File: src/rtl/spi_pkg.sv
// Shared definitions for the SPI transmit scheduler: frame geometry, header
// layout and the FSM state encoding.
package spi_pkg;

  localparam int N_REQ_DEFAULT = 4;
  localparam int HDR_VALID     = 7;
  localparam int HDR_RETRY     = 6;
  localparam int FRAME_BITS    = 16;

  typedef enum logic [1:0] {
    ST_IDLE  = 2'd0,
    ST_GRANT = 2'd1,
    ST_SHIFT = 2'd2,
    ST_DRAIN = 2'd3
  } state_e;

  // Header byte: valid flag, retry flag, zeros, requester id (zero when empty).
  function automatic logic [7:0] make_header(input logic carry, input logic retry,
                                             input logic [1:0] id);
    logic [7:0] h;
    h            = '0;
    h[HDR_VALID] = carry;
    h[HDR_RETRY] = retry;
    h[1:0]       = carry ? id : 2'b00;
    return h;
  endfunction

endpackage

File: src/rtl/spi_edge_sync.sv
// Three-flop synchroniser for an asynchronous SPI pin with level and edge
// strobes taken from the two oldest stages.
module spi_edge_sync (
  input  logic clk,
  input  logic rst,
  input  logic din,
  output logic level,
  output logic rise,
  output logic fall
);

  logic [2:0] sync_q;

  // Resets to all ones so an idle-high SS never produces a spurious edge.
  always_ff @(posedge clk or posedge rst) begin
    if (rst) sync_q <= 3'b111;
    else     sync_q <= {sync_q[1:0], din};
  end

  assign level = sync_q[1];
  assign rise  = sync_q[1] & ~sync_q[2];
  assign fall  = ~sync_q[1] & sync_q[2];

endmodule

File: src/rtl/spi_tx_scheduler.sv
// SPI slave transmit scheduler: each SS frame carries one requester byte as
// {header, payload}, chosen by replay-first then round-robin priority.
module spi_tx_scheduler
  import spi_pkg::*;
#(
  parameter int N_REQ = N_REQ_DEFAULT
) (
  input  logic                 clk,
  input  logic                 rst,
  input  logic                 SCK,
  input  logic                 SS,
  output logic                 MISO,
  input  logic [N_REQ-1:0]     req_valid,
  input  logic [8*N_REQ-1:0]   req_data,
  output logic [N_REQ-1:0]     req_ready,
  output logic                 frame_done,
  output logic                 frame_abort,
  output logic                 busy,
  output state_e               dbg_state
);

  logic sck_level_unused, sck_rise, sck_fall;
  logic ss_level_unused, ss_rise, ss_fall;

  spi_edge_sync u_sck_sync (
    .clk(clk), .rst(rst), .din(SCK),
    .level(sck_level_unused), .rise(sck_rise), .fall(sck_fall)
  );

  spi_edge_sync u_ss_sync (
    .clk(clk), .rst(rst), .din(SS),
    .level(ss_level_unused), .rise(ss_rise), .fall(ss_fall)
  );

  state_e      state;
  logic [15:0] shift_reg;
  logic [4:0]  bit_cnt;
  logic [1:0]  rr_ptr;
  logic        replay_valid;
  logic [1:0]  replay_id;
  logic [7:0]  replay_data;
  logic        cur_carry;
  logic [1:0]  cur_id;
  logic [7:0]  cur_data;

  // Round-robin search: the lowest valid index at or above rr_ptr wins,
  // otherwise wrap to the lowest valid index overall.
  logic       hit_hi, hit_lo, rr_hit;
  logic [1:0] sel_hi, sel_lo, rr_sel, rr_next;
  logic [7:0] data_hi, data_lo, rr_data;

  always_comb begin
    hit_hi  = 1'b0;
    hit_lo  = 1'b0;
    sel_hi  = '0;
    sel_lo  = '0;
    data_hi = '0;
    data_lo = '0;
    for (int i = N_REQ - 1; i >= 0; i--) begin
      if (req_valid[i]) begin
        hit_lo  = 1'b1;
        sel_lo  = 2'(i);
        data_lo = req_data[8*i +: 8];
        if (i >= int'(rr_ptr)) begin
          hit_hi  = 1'b1;
          sel_hi  = 2'(i);
          data_hi = req_data[8*i +: 8];
        end
      end
    end
    rr_hit  = hit_hi | hit_lo;
    rr_sel  = hit_hi ? sel_hi : sel_lo;
    rr_data = hit_hi ? data_hi : data_lo;
    rr_next = (rr_sel == 2'(N_REQ - 1)) ? 2'd0 : rr_sel + 2'd1;
  end

  // Handshake: a requester's byte is taken in the cycle where req_valid[i] and
  // req_ready[i] are both high; ready is a single-cycle one-hot pulse issued
  // only in GRANT, never for a replay, and requesters may not retract data
  // while valid is high.
  assign req_ready = (state == ST_GRANT && !replay_valid && rr_hit)
                     ? (N_REQ'(1) << rr_sel) : '0;

  logic last_rise;
  assign last_rise = sck_rise && (bit_cnt == 5'(FRAME_BITS - 1));

  always_ff @(posedge clk or posedge rst) begin
    if (rst) begin
      state        <= ST_IDLE;
      shift_reg    <= '0;
      bit_cnt      <= '0;
      rr_ptr       <= '0;
      replay_valid <= 1'b0;
      replay_id    <= '0;
      replay_data  <= '0;
      cur_carry    <= 1'b0;
      cur_id       <= '0;
      cur_data     <= '0;
      frame_done   <= 1'b0;
      frame_abort  <= 1'b0;
    end else begin
      frame_done  <= 1'b0;
      frame_abort <= 1'b0;
      case (state)
        ST_IDLE: begin
          if (ss_fall) state <= ST_GRANT;
        end
        ST_GRANT: begin
          bit_cnt <= '0;
          state   <= ST_SHIFT;
          if (replay_valid) begin
            cur_carry <= 1'b1;
            cur_id    <= replay_id;
            cur_data  <= replay_data;
            shift_reg <= {make_header(1'b1, 1'b1, replay_id), replay_data};
          end else if (rr_hit) begin
            cur_carry <= 1'b1;
            cur_id    <= rr_sel;
            cur_data  <= rr_data;
            shift_reg <= {make_header(1'b1, 1'b0, rr_sel), rr_data};
            rr_ptr    <= rr_next;
          end else begin
            cur_carry <= 1'b0;
            cur_id    <= '0;
            cur_data  <= '0;
            shift_reg <= '0;
          end
        end
        ST_SHIFT: begin
          if (sck_rise) bit_cnt <= bit_cnt + 5'd1;
          if (sck_fall) shift_reg <= {shift_reg[14:0], 1'b0};
          // A completing 16th rise outranks a coincident SS rise.
          if (last_rise) begin
            frame_done   <= 1'b1;
            replay_valid <= 1'b0;
            state        <= ss_rise ? ST_IDLE : ST_DRAIN;
          end else if (ss_rise) begin
            frame_abort <= 1'b1;
            state       <= ST_IDLE;
            if (cur_carry) begin
              replay_valid <= 1'b1;
              replay_id    <= cur_id;
              replay_data  <= cur_data;
            end
          end
        end
        ST_DRAIN: begin
          if (ss_rise) state <= ST_IDLE;
        end
        default: state <= ST_IDLE;
      endcase
    end
  end

  assign MISO      = (state == ST_IDLE) ? 1'b1 : shift_reg[15];
  assign busy      = (state != ST_IDLE);
  assign dbg_state = state;

endmodule

File: config.mk
export PLATFORM = sky130hd
export DESIGN_NAME = spi_tx_scheduler
export DESIGN_NICKNAME = d
export VERILOG_FILES = /design/src/rtl/spi_pkg.sv /design/src/rtl/spi_edge_sync.sv /design/src/rtl/spi_tx_scheduler.sv
export SDC_FILE = /design/constraint.sdc
export NUM_CORES = 1
export LEC_CHECK = 0
export CAP_MARGIN = 20
export CELL_PAD_IN_SITES_DETAIL_PLACEMENT = 0
export CELL_PAD_IN_SITES_GLOBAL_PLACEMENT = 1
export CORE_MARGIN = 2
export CORE_UTILIZATION = 38
export DETAILED_ROUTE_END_ITERATION = 8
export GPL_ROUTABILITY_DRIVEN = 0
export PLACE_DENSITY = 0.81
export SYNTH_ARGS = -nofsm -noshare
export SYNTH_HDL_FRONTEND = slang
export SYNTH_HIERARCHICAL = 1
export SYNTH_SLANG_ARGS = --single-unit
File: constraint.sdc
create_clock -name clk -period 1.7 [get_ports clk]
set_input_delay 0.255 -clock clk [delete_from_list [all_inputs] [get_ports clk]]
set_output_delay 0.255 -clock clk [all_outputs]
set_load 0.05 [all_outputs]
==> flow_summary.yaml <==
floorplanning:
  io_pins: 50
  coreArea_um2: 9200
  die_height_um: 101
  initial_utilization: 0.390
  dieWidth_um: 101
  die-area_um2: 10200
  row_count: 35
logic_synthesis:
  synth_top_flop_cell: "dfrtp_1"
  syn-cell-area_um2: 3590
  netlist_instances: 398
  syn_avg_cell_area_um2: 9.02
  synth_area_leaders: "dfrtp_1, a221oi_2, nand2_1"
  synth_compound_area_frac: 0.278
  synth_warnings: 6
  ys_seq_area_frac: 0.385
  synth_nets: 444
  yosys.area.top_type: "dfrtp_1"
  netlist.area_leader.share: 0.341
  synthXorXnorAreaFrac: 0
  synthSimpleGateAreaFrac: 0.216
  synth_edf_count: 0
  ys_ff_latch: 55
  async_flop_share: 1.00
  synth.area.mux_share: 0.0397
  ys_types: 58
  synth_fa_ha_area_frac: 0.0209
  synth_top_family_by_area: "compound AO/OA/AOI/OAI gates"
global_routing:
  grt_pass1_vias: 3407
  grt_max_degree: 50
  grt.overflow.total: 0
  grtUsageTotal: 0.204
  grt_pass1_wl_um: 16700
  antenna_found_initial: 0
cts:
  clk_latency_ns: 0.32
  cts_tree: "built"
  holdBufCountCts: 0
  clock-root-buffer: "clkbuf_8"
  path_clk_slew_ns: 0.11
  cts-htree-levels: 2
  clkSinkCount: 55
  clk_path_buf_depth: 2
  cts_made_buffers: 5
critical_path:
  crit_path_start_kind: "flip-flop"
  r2r-start: "rr_ptr[1]"
  rr_endpoint: "shift_reg[1]"
  critPathRequiredTime_ns: 1.44
  cp_max_fo: 4
  reg2regPathDepth: 8
  r2r_setup_slack_ns: -0.23
  end_kind: "output port"
  crit_arrival_ns: 1.85
  crit_type: "flip-flop to output port"
sta:
  slew_headroom: 0.671
  maxSlewViolCount: 0
  clock_skew_ns: 0.0146
  rsz0062_at_grt: "yes"
  worst_slack_ns: -0.403
  fmaxAchievable_mhz: 475
  tightest_slew_ns: 0.493
  setup_viol: 27
  finalHoldViolations: 0
  final.min_clock_period_ns: 2.10
  timing.final.crit_share: 1.24
cells_and_area:
  fin_area_um2: 5140
  final_cells: 604
  largest_reg_flops: 16
  diodes: 0
  area_delta_synth_final_pct: 43.2
  nets: 538
  drive_gt1_frac: 0.361
drt:
  vias_per_cell: 5.61
  num_vias: 3388
  drt-initial-drc-count: 144
  drtPass1Iterations: 4
  wirelength_um: 9770
  drt-wirelength-per-cell_um: 16.2
  drc_errors: 0
  drtAntennaViolNets: 0
pwr:
  total_power_mw: 6.84
  vdd_drop_max_uv: 635
  p_leak_nw: 2.21
  powerDensity_nw_per_um2: 1330
status:
  violations: "setup timing"
  status: "finished, violations left"
placement:
  place.detailed.instances: 578
  io_buffers: 49
  dp_hpwl_um: 6770
  place_area_um2: 4580
run:
  max_cap_violations: 0
worst_hold_path:
  hp-class: "input pin to asynchronous set/reset pin"
worst max-delay path, cell delays in order (launching register included):
cell	delay, ns
dfrtp_1	0.43
buf_6	0.13
a21oi_2	0.04
o31a_1	0.35
inv_2	0.09
ha_2	0.17
and3_4	0.18
buf_12	0.13
kinds of logic after synthesis:
logic type	Yosys count
compound gates	132
fa+ha+maj	6
buf+inv	49
flops	55
mux	12
simple gates	144
metal layers:
metal  part of all wire  track usage  vias to the layer above
li1                   -            -                     1639
met1               0.46        0.281                     1683
met2               0.50        0.344                       60
met3              0.032       0.0297                        6
met4             0.0084       0.0395                        0
met5                  0            0                        -
cells in the mapped netlist, types with 3 or more instances:
master	count
a211o_1	5
a21o_1	5
a21oi_1	31
a221oi_1	4
a221oi_2	14
a22oi_1	5
a31oi_1	5
and2_1	5
and3_1	12
and3b_1	10
buf_1	3
buf_2	9
buf_4	3
clkbuf_1	13
dfrtp_1	49
dfstp_2	6
ha_1	6
inv_1	18
mux2_2	10
nand2_1	43
nand2b_1	13
nand4_1	3
nor2_1	26
nor2b_1	9
nor3_1	7
nor3_2	3
o21ai_0	25
o21ai_1	5
o221ai_1	10
o22ai_1	4
placed cells by master (no fill, tap or decap), drive strengths merged, types with 12 or more instances in the layout:
cell	synthesis	layout
nand2b	13	13
dfrtp	49	49
clkdlybuf4s50	0	35
a21oi	32	32
o21ai	30	30
mux2	12	12
and3	12	12
nand2	43	43
a221oi	18	18
inv	19	20
nor2	26	26
buf	16	78
final cells by class:
cell class,instances,area [um^2]
clock buffers,6,72.6
well taps,111,139
clock inverters,2,16.3
multi-input cells,294,2320
flip-flops and latches,55,1390
repair buffers,117,1130
inverters,19,71.3
fillers,808,4050
stage by stage:
step | hold WS, ns | setup TNS (ns) | util | setup WS, ns
final | 0.326 | -3.77 | 0.559 | -0.403
after global routing | 0.319 | -5.78 | 0.559 | -0.480
after CTS | 0.321 | -2.69 | 0.549 | -0.423
after detailed placement | 0.347 | -13.17 | 0.498 | -0.568
after global placement | 0.346 | -12.00 | 0.498 | -0.520
after floorplan | 0.188 | -0.218 | - | -0.0243
power by group:
| part | switching (mW) | internal (mW) | leakage (nW) |
|---|---|---|---|
| sequential | 0.355 | 1.80 | 0.661 |
| clock | 0.450 | 0.297 | 0.0418 |
| combinational | 1.99 | 1.94 | 1.51 |
| total | 2.80 | 4.04 | 2.21 |
worst max path at each step:
| stage | from | endpoint | slack (ns) |
|---|---|---|---|
| 3_5_place_dp | req_valid[3] | shift_reg[1] | -0.57 |
| 2_1_floorplan | bit_cnt[0] | replay_data[1] | -0.02 |
| 5_1_grt | rr_ptr[1] | req_ready[0] | -0.48 |
| 4_1_cts | rr_ptr[1] | req_ready[0] | -0.42 |
| 3_3_place_gp | req_valid[2] | shift_reg[5] | -0.52 |
| 6_report | rr_ptr[1] | req_ready[0] | -0.40 |
timing repair:
item	4_1_cts	5_1_grt
cloned	1	1
gates resized for setup	59	24
buffers inserted	12	7
pin swaps	11	28
endpoints found under the setup margin	38	37
Power figures use the tool's default switching activity.
